File: src/rtl/count_seq_monitor.sv
// Purpose: checks a sampled count bus against a binary up-count, tracks lock, loss-of-lock and wraps.
// Latency: one cycle; a sample accepted at edge n is reflected on all outputs right after edge n.
// Backpressure: none; samples are qualified by sample_en and the block always accepts them.
module count_seq_monitor #(
  parameter int WIDTH    = 3,
  parameter int LOCK_LEN = 4,
  parameter int WRAP_W   = 8
) (
  input  logic              clk,
  input  logic              clr,
  input  logic              sample_en,
  input  logic [WIDTH-1:0]  count_in,
  output logic              locked,
  output logic              err,
  output logic [3:0]        err_count,
  output logic              wrap_pulse,
  output logic [WRAP_W-1:0] wrap_count,
  output logic [WIDTH-1:0]  last_count
);

  typedef enum logic [1:0] {
    IDLE    = 2'd0,
    ACQUIRE = 2'd1,
    LOCKED  = 2'd2,
    FAULT   = 2'd3
  } state_t;

  localparam logic [3:0] LOCK_TGT = 4'(LOCK_LEN);

  state_t              state, state_nxt;
  logic [3:0]          run_len, run_len_nxt;
  logic                err_nxt;
  logic [3:0]          err_count_nxt;
  logic                wrap_pulse_nxt;
  logic [WRAP_W-1:0]   wrap_count_nxt;
  logic [WIDTH-1:0]    last_count_nxt;
  logic                match;

  // last_count doubles as the previous sample; a stall or skip both fail this compare
  assign match = (count_in == (last_count + WIDTH'(1)));

  // State register; clr wins over any sample in the same cycle
  always_ff @(posedge clk) begin
    if (clr) begin
      state <= IDLE;
    end else begin
      state <= state_nxt;
    end
  end

  // Next-state and next-output decode for one accepted sample
  always_comb begin
    state_nxt      = state;
    run_len_nxt    = run_len;
    err_nxt        = err;
    err_count_nxt  = err_count;
    wrap_pulse_nxt = 1'b0;
    wrap_count_nxt = wrap_count;
    last_count_nxt = last_count;

    if (sample_en) begin
      last_count_nxt = count_in;
      case (state)
        IDLE: begin
          // First sample only seeds the reference value
          state_nxt   = ACQUIRE;
          run_len_nxt = 4'd0;
        end
        ACQUIRE, FAULT: begin
          if (match) begin
            if ((run_len + 4'd1) == LOCK_TGT) begin
              // Lock-completing step never pulses wrap, even on max->0
              state_nxt   = LOCKED;
              run_len_nxt = 4'd0;
            end else begin
              run_len_nxt = run_len + 4'd1;
            end
          end else begin
            run_len_nxt = 4'd0;
          end
        end
        LOCKED: begin
          if (match) begin
            if (count_in == '0) begin
              wrap_pulse_nxt = 1'b1;
              wrap_count_nxt = wrap_count + WRAP_W'(1);
            end
          end else begin
            state_nxt     = FAULT;
            run_len_nxt   = 4'd0;
            err_nxt       = 1'b1;
            err_count_nxt = (err_count == 4'hF) ? err_count : (err_count + 4'd1);
          end
        end
        default: begin
          state_nxt   = IDLE;
          run_len_nxt = 4'd0;
        end
      endcase
    end
  end

  // Datapath and status registers
  always_ff @(posedge clk) begin
    if (clr) begin
      run_len    <= 4'd0;
      locked     <= 1'b0;
      err        <= 1'b0;
      err_count  <= 4'd0;
      wrap_pulse <= 1'b0;
      wrap_count <= '0;
      last_count <= '0;
    end else begin
      run_len    <= run_len_nxt;
      locked     <= (state_nxt == LOCKED);
      err        <= err_nxt;
      err_count  <= err_count_nxt;
      wrap_pulse <= wrap_pulse_nxt;
      wrap_count <= wrap_count_nxt;
      last_count <= last_count_nxt;
    end
  end

endmodule

File: config.mk
export PLATFORM = sky130hd
export DESIGN_NAME = count_seq_monitor
export DESIGN_NICKNAME = d
export VERILOG_FILES = /design/src/rtl/count_seq_monitor.sv
export SDC_FILE = /design/constraint.sdc
export NUM_CORES = 1
export LEC_CHECK = 0
export CAP_MARGIN = 20
export CORE_ASPECT_RATIO = 1.5
export CORE_MARGIN = 2
export CORE_UTILIZATION = 54
export CTS_CLUSTER_SIZE = 14
export DETAILED_ROUTE_END_ITERATION = 16
export PLACE_DENSITY = 0.89
export SLEW_MARGIN = 15
export SYNTH_ARGS = -nofsm -noshare
export SYNTH_HDL_FRONTEND = slang
export SYNTH_SLANG_ARGS = --single-unit
File: constraint.sdc
create_clock -name clk -period 6.18 [get_ports clk]
set_input_delay 1.236 -clock clk [delete_from_list [all_inputs] [get_ports clk]]
set_output_delay 1.236 -clock clk [all_outputs]
set_load 0.02 [all_outputs]
==> impl_metrics.py, run 1 <==
metrics = {
    "layout": {
        "nets": 164,
        "antenna_cells": 0,
        "final-seq-area_um2": 480.5,
        "drive_above_1_share": 0.07190,
        "syn_to_final_growth_pct": 21.43,
        "multiInputGateArea_um2": 660.6,
        "nFillCells": 170,
    },
    "critical_path": {
        "end_kind": "flip-flop",
        "start_kind": "primary input",
        "cp_slowest_cell": "or3_1",
        "critical_path_arrival_ns": 3.46,
        "crit_chain": "clkdlybuf4s50_1 -> xor3_2 -> or3_1 -> nor4_1 -> mux2_2",
        "critPathMaxFanout": 16,
        "worstPathRequired_ns": 6.41,
        "path_class": "in -> reg",
        "crit_family": "simple AND/OR/NAND/NOR gates",
        "max_stage_delay_ns": 0.55,
        "critPathBufInv": 1,
    },
    "timing": {
        "fmax_mhz": 308.8,
        "clock_skew_ns": 0.005789,
        "tightest_slew_ns": 0.9479,
        "setup_tns_ns": 0,
        "post-route-period-util": 0.5241,
        "layout_min_cycle_time_ns": 3.239,
        "slew_headroom": 0.3661,
        "finalSetupViolCount": 0,
        "hold_violations": 0,
        "rsz0062_at_grt": "no",
        "drv_slew": 0,
        "timing.final.ws_setup_ns": 2.941,
    },
    "detailed_routing": {
        "firstDrtPassIters": 4,
        "drc": 0,
        "via_per_inst": 6.160,
        "wire_per_inst_um": 14.43,
        "via_count": 1078,
        "drtIter0Drc": 35,
        "ant_nets": 0,
        "wirelength_mm": 2.526,
    },
    "placed_design": {
        "port_buffers": 23,
        "place_ws_ns": 2.610,
        "dpl.hpwl_mm": 1.819,
        "gp_congestion": 0.8271,
    },
    "clock_tree": {
        "insertion_delay_ns": 0.32,
        "clockBufferDepth": 2,
        "clk_pin_slew_worst_paths_ns": 0.13,
        "cts_hold_buf": 0,
        "postCtsSetupRepairBufs": 0,
        "cts_buffers": 3,
        "clock-sinks": 24,
        "cts_resized": 0,
        "root_buffer": "clkbuf_4",
        "cts_tree": "done",
        "h-tree-depth": 1,
    },
    "global_route": {
        "grt_pass1_wl_mm": 4.071,
        "grt_max_degree": 30,
        "grt-ovfl-total": 0,
        "grt_pass1_vias": 988,
        "antenna_found_initial": 0,
        "track_usage": 0.2036,
    },
    "hold_path": {
        "hold_path.class": "reg -> reg",
    },
    "yosys": {
        "netlist_area_um2": 1191,
        "synthCells": 135,
        "ys_warn_count": 0,
        "syn_nets": 145,
        "synth_edf_count": 0,
        "syn_area_per_cell_um2": 8.823,
        "synthDistinctLibCells": 40,
        "yosysSeqAreaShare": 0.4034,
        "async_flop_share": 0,
        "ys_ff_latch": 24,
        "synth-main-ff-cell": "dfxtp_1",
    },
    "floorplanning": {
        "rows": 20,
        "die-width_um": 42.35,
        "die_h_um": 61.52,
        "ios": 24,
        "start_util": 0.5805,
        "core_area_um2": 2052,
        "dieArea_um2": 2605,
    },
    "power": {
        "ir_drop_mv": 0.1432,
        "power_leakage_nw": 0.5038,
        "powerDensity_nw_per_um2": 187.3,
    },
    "outcome": {
        "status": "completed",
    },
    "job": {
        "drv_cap": 0,
    },
}
==> worst reg2reg max path, cell delays in order, from the launching register on <==
cell     delay (ns)
dfxtp_1        0.37
ha_1           0.32
xor2_1         0.18
or3_1          0.61
nor4_1         0.41
mux2_2         0.38
==> kinds of logic (layout without fill, tap and decap cells) <==
kind of cell,count (synthesis),after routing,synth area share
xor gates and xnor gates,3,3,0.03571
AOI/OAI and AO/OA,25,25,0.1303
DFF,24,24,0.4034
and+or+nand+nor,59,59,0.2710
adders and majority gates,4,4,0.04202
buffers and inverters,12,30,0.04621
muxes,8,8,0.07143
==> worst paths after layout <==
check | startpoint | endpoint | slack (ns) | cells after the start
hold reg to reg | err$_SDFFE_PP0P_ | err$_SDFFE_PP0P_ | 0.51 | 2
hold / removal | err$_SDFFE_PP0P_ | err$_SDFFE_PP0P_ | 0.51 | 2
setup / recovery | count_in[2] | wrap_count[7]$_SDFFE_PP0P_ | 2.94 | 5
setup reg to reg | last_count[0]$_SDFFE_PP0P_ | wrap_count[7]$_SDFFE_PP0P_ | 3.83 | 5
==> where the power goes <==
| group | leakage (nW) | switching, W | internal (W) |
|---|---|---|---|
| logic | 0.289 | 0.0000164 | 0.0000115 |
| clock network | 0.0210 | 0.0000485 | 0.0000361 |
| registers | 0.194 | 0.00000195 | 0.000156 |
| total | 0.504 | 0.0000669 | 0.000204 |
==> state kept, by name, summed over array words and instances (netlist names) <==
name,count
err_count,4
state,2
wrap_pulse,1
last_count,3
locked,1
err,1
run_len,4
wrap_count,8
==> per-stage QoR <==
| stage | hold WS (ns) | utilization | area, um^2 | cells | power [W] |
|---|---|---|---|---|---|
| 2_1_floorplan | 0.4434 | - | 1191 | 135 | 0.0001813 |
| 3_3_place_gp | 0.4547 | 0.6848 | 1405 | 171 | 0.0001874 |
| 3_5_place_dp | 0.4779 | 0.6848 | 1405 | 171 | 0.0001885 |
| 4_1_cts | 0.5090 | 0.7024 | 1441 | 175 | 0.0002701 |
| 5_1_grt | 0.5324 | 0.7049 | 1446 | 175 | 0.0002791 |
| 6_report | 0.5123 | 0.7049 | 1446 | 175 | 0.0002709 |
==> cell usage after synthesis, types with 2 or more instances <==
master,instances,area (um^2)
dfxtp_1,24,480.5
nor2_1,13,48.80
a21oi_1,10,50.05
nand2_1,6,22.52
nand3_1,6,30.03
clkbuf_1,5,18.77
nand2b_1,5,31.28
nand4_1,5,31.28
nor3_1,5,25.02
ha_1,4,50.05
mux2i_1,4,40.04
o21ai_0,4,20.02
o31ai_1,4,30.03
inv_1,3,11.26
mux2_2,3,33.78
nor2b_1,3,18.77
nor4_1,3,18.77
or3_1,3,18.77
or4_1,3,22.52
nor3b_1,2,15.01
==> layer usage <==
layer	part of all wire	track usage	vias up
li1	-	-	527
met1	0.40	0.1978	513
met2	0.55	0.4044	31
met5	0	0	-
met3	0.032	0.02346	7
met4	0.023	0.1295	0
==> layout make-up <==
| cell class | instances | area share |
|---|---|---|
| multi-input combinational | 99 | 0.4567 |
| sequential | 24 | 0.3322 |
| timing repair buffer | 23 | 0.1592 |
| clock buffer | 4 | 0.02509 |
| tap | 22 | 0.01903 |
| inverter | 3 | 0.007785 |
==> cells in the final DEF, fill, tap and decap left out, drive strengths merged, types with 2 or more instances in the layout <==
master / Yosys / routed
or3: 3 / 3
o21ai: 4 / 4
nor4: 3 / 3
clkdlybuf4s50: 0 / 23
nor3b: 2 / 2
nand3: 6 / 6
nand2: 6 / 6
nand4: 5 / 5
nor2b: 3 / 3
a21oi: 10 / 10
mux2i: 4 / 4
clkbuf: 6 / 4
ha: 4 / 4
dfxtp: 24 / 24
nor3: 5 / 5
mux2: 4 / 4
inv: 3 / 3
or4: 3 / 3
nor2: 13 / 13
o31ai: 4 / 4
nand2b: 5 / 5
(Power assumes the default switching activity.)
==> inputs of run 2 (changes only) <==
- CORE_UTILIZATION: 54 -> 45
- PLACE_DENSITY: 0.89 -> 0.8
- clock period: 6.18 -> 2.8 ns (I/O delays scaled with it)
==> run 2 against run 1 <==
Compared with the run above:
- worst hold slack worse by 0.027 ns
- critical path depth stayed put
- critical path type unchanged
- cell count grew 4.0%
- clock skew about the same
==> impl_metrics.py, run 2 (synthesis gave the netlist of run 1 again) <==
metrics = {
    "placed_design": {
        "gp_congestion": 0.8073,
        "place_area_um2": 1445,
        "dpl.hpwl_mm": 1.975,
        "port_buffers": 23,
    },
    "floorplanning": {
        "ios": 24,
        "die-width_um": 46.01,
        "die_h_um": 67.01,
        "rows": 22,
        "start_util": 0.4808,
        "dieArea_um2": 3083,
        "core_area_um2": 2477,
    },
    "timing": {
        "rsz0062_at_grt": "no",
        "hold_violations": 0,
        "slew_headroom": 0.5777,
        "setup_tns_ns": 0,
        "clock_skew_ns": 0.006093,
        "post-route-period-util": 0.8655,
        "fmax_mhz": 412.7,
        "finalSetupViolCount": 0,
        "drv_slew": 0,
        "layout_min_cycle_time_ns": 2.423,
        "tightest_slew_ns": 0.6285,
    },
    "clock_tree": {
        "cts_resized": 0,
        "clock-sinks": 24,
        "clk_pin_slew_worst_paths_ns": 0.13,
        "insertion_delay_ns": 0.31,
        "cts_buffers": 3,
        "cts_hold_buf": 0,
        "cts_tree": "done",
        "h-tree-depth": 1,
        "postCtsSetupRepairBufs": 0,
        "clockBufferDepth": 2,
        "root_buffer": "clkbuf_4",
    },
    "layout": {
        "fin_area_um2": 1498,
        "antenna_cells": 0,
        "reg_top3": "wrap_count (8), err_count (4), run_len (4)",
        "mostFrequentLayoutCell": "dfxtp_1",
        "drive_above_1_share": 0.09494,
        "final_cell_mix": "24 x dfxtp_1, 23 x clkdlybuf4s50_1, 13 x nor2_1",
        "nFillCells": 213,
        "syn_to_final_growth_pct": 25.74,
        "top_register": "wrap_count",
        "largest_reg_flops": 8,
        "nets": 169,
    },
    "detailed_routing": {
        "drc": 0,
        "route.met2.wl_mm": 1.422,
        "wirelength_mm": 2.589,
        "via_count": 1079,
        "wire_per_inst_um": 14.23,
        "top_layer": "met4",
        "drtIter0Drc": 23,
        "via_per_inst": 5.929,
        "ant_nets": 0,
        "drt-met1-wl_mm": 1.073,
        "dr_wl_met3_um": 53,
        "firstDrtPassIters": 4,
    },
    "global_route": {
        "grt-ovfl-total": 0,
        "grt_pass1_vias": 1092,
        "grt_pass1_wl_mm": 4.498,
        "track_usage": 0.1973,
        "grt_max_degree": 29,
        "antenna_found_initial": 0,
    },
    "outcome": {
        "status": "completed",
    },
    "critical_path": {
        "path_class": "in -> reg",
        "end_kind": "flip-flop",
        "critPathMaxFanout": 8,
        "worstPathRequired_ns": 3.02,
        "critical_path_arrival_ns": 2.65,
        "start_kind": "primary input",
    },
    "power": {
        "ir_drop_mv": 0.2631,
        "powerDensity_nw_per_um2": 444.7,
        "power_leakage_nw": 0.5344,
    },
    "job": {
        "drv_cap": 0,
    },
    "hold_path": {
        "hold_path.class": "reg -> reg",
    },
}
[run 2: changes by cell type in the layout (fill, tap and decap cells not counted)]
| cell | change |
|---|---|
| bufinv_16 | +1 |
| buf_4 | +5 |
| nor3_1 | +1 |
| nor3_2 | -1 |
| clkbuf_8 | -1 |
[run 2: where the power goes]
group | internal, W | total [W] | switching, W
Sequential | 0.000345 | 0.000350 | 0.00000444
Combinational | 0.0000300 | 0.0000670 | 0.0000370
Clock | 0.000145 | 0.000249 | 0.000104
Total | 0.000520 | 0.000666 | 0.000146
[run 2: final timing paths]
kind,from,to,slack [ns],cells after the start
setup / recovery,count_in[2],wrap_count[7]$_SDFFE_PP0P_,0.38,5
hold / removal,err$_SDFFE_PP0P_,err$_SDFFE_PP0P_,0.49,2
setup reg to reg,last_count[0]$_SDFFE_PP0P_,wrap_count[7]$_SDFFE_PP0P_,0.60,5
hold reg to reg,err$_SDFFE_PP0P_,err$_SDFFE_PP0P_,0.49,2
[run 2: critical path, stage by stage]
cell,delay [ns]
clkdlybuf4s50_1,0.52
xor3_2,0.37
or3_1,0.45
nor4_1,0.38
mux2_2,0.37
[run 2: layer usage]
layer | global-route usage | vias to the layer above
li1 | - | 538
met1 | 0.2017 | 518
met2 | 0.3733 | 19
met3 | 0.02439 | 4
met4 | 0.08571 | 0
met5 | 0 | -
[run 2: cell type report]
| cell class | count | area, um^2 | share of cell area |
|---|---|---|---|
| sequential | 24 | 480.5 | 0.3208 |
| tap | 24 | 30.03 | 0.02005 |
| clock buffer | 3 | 22.52 | 0.01504 |
| clock inverter | 1 | 30.03 | 0.02005 |
| inverter | 3 | 11.26 | 0.007519 |
| multi-input combinational | 99 | 655.6 | 0.4378 |
| timing repair buffer | 28 | 267.8 | 0.1788 |
[run 2: stage by stage]
stage	setup WS, ns	total power, W	std cells	util	hold WS (ns)
detailed placement	0.01725	0.0004232	178	0.5833	0.4541
global placement	0.1126	0.0004209	178	0.5833	0.4625
finish	0.3767	0.0006660	182	0.6045	0.4854
CTS	0.3593	0.0006676	182	0.6045	0.4868
floorplan	0.6251	0.0004002	135	-	0.4434
global route	0.3269	0.0006929	182	0.6045	0.5282
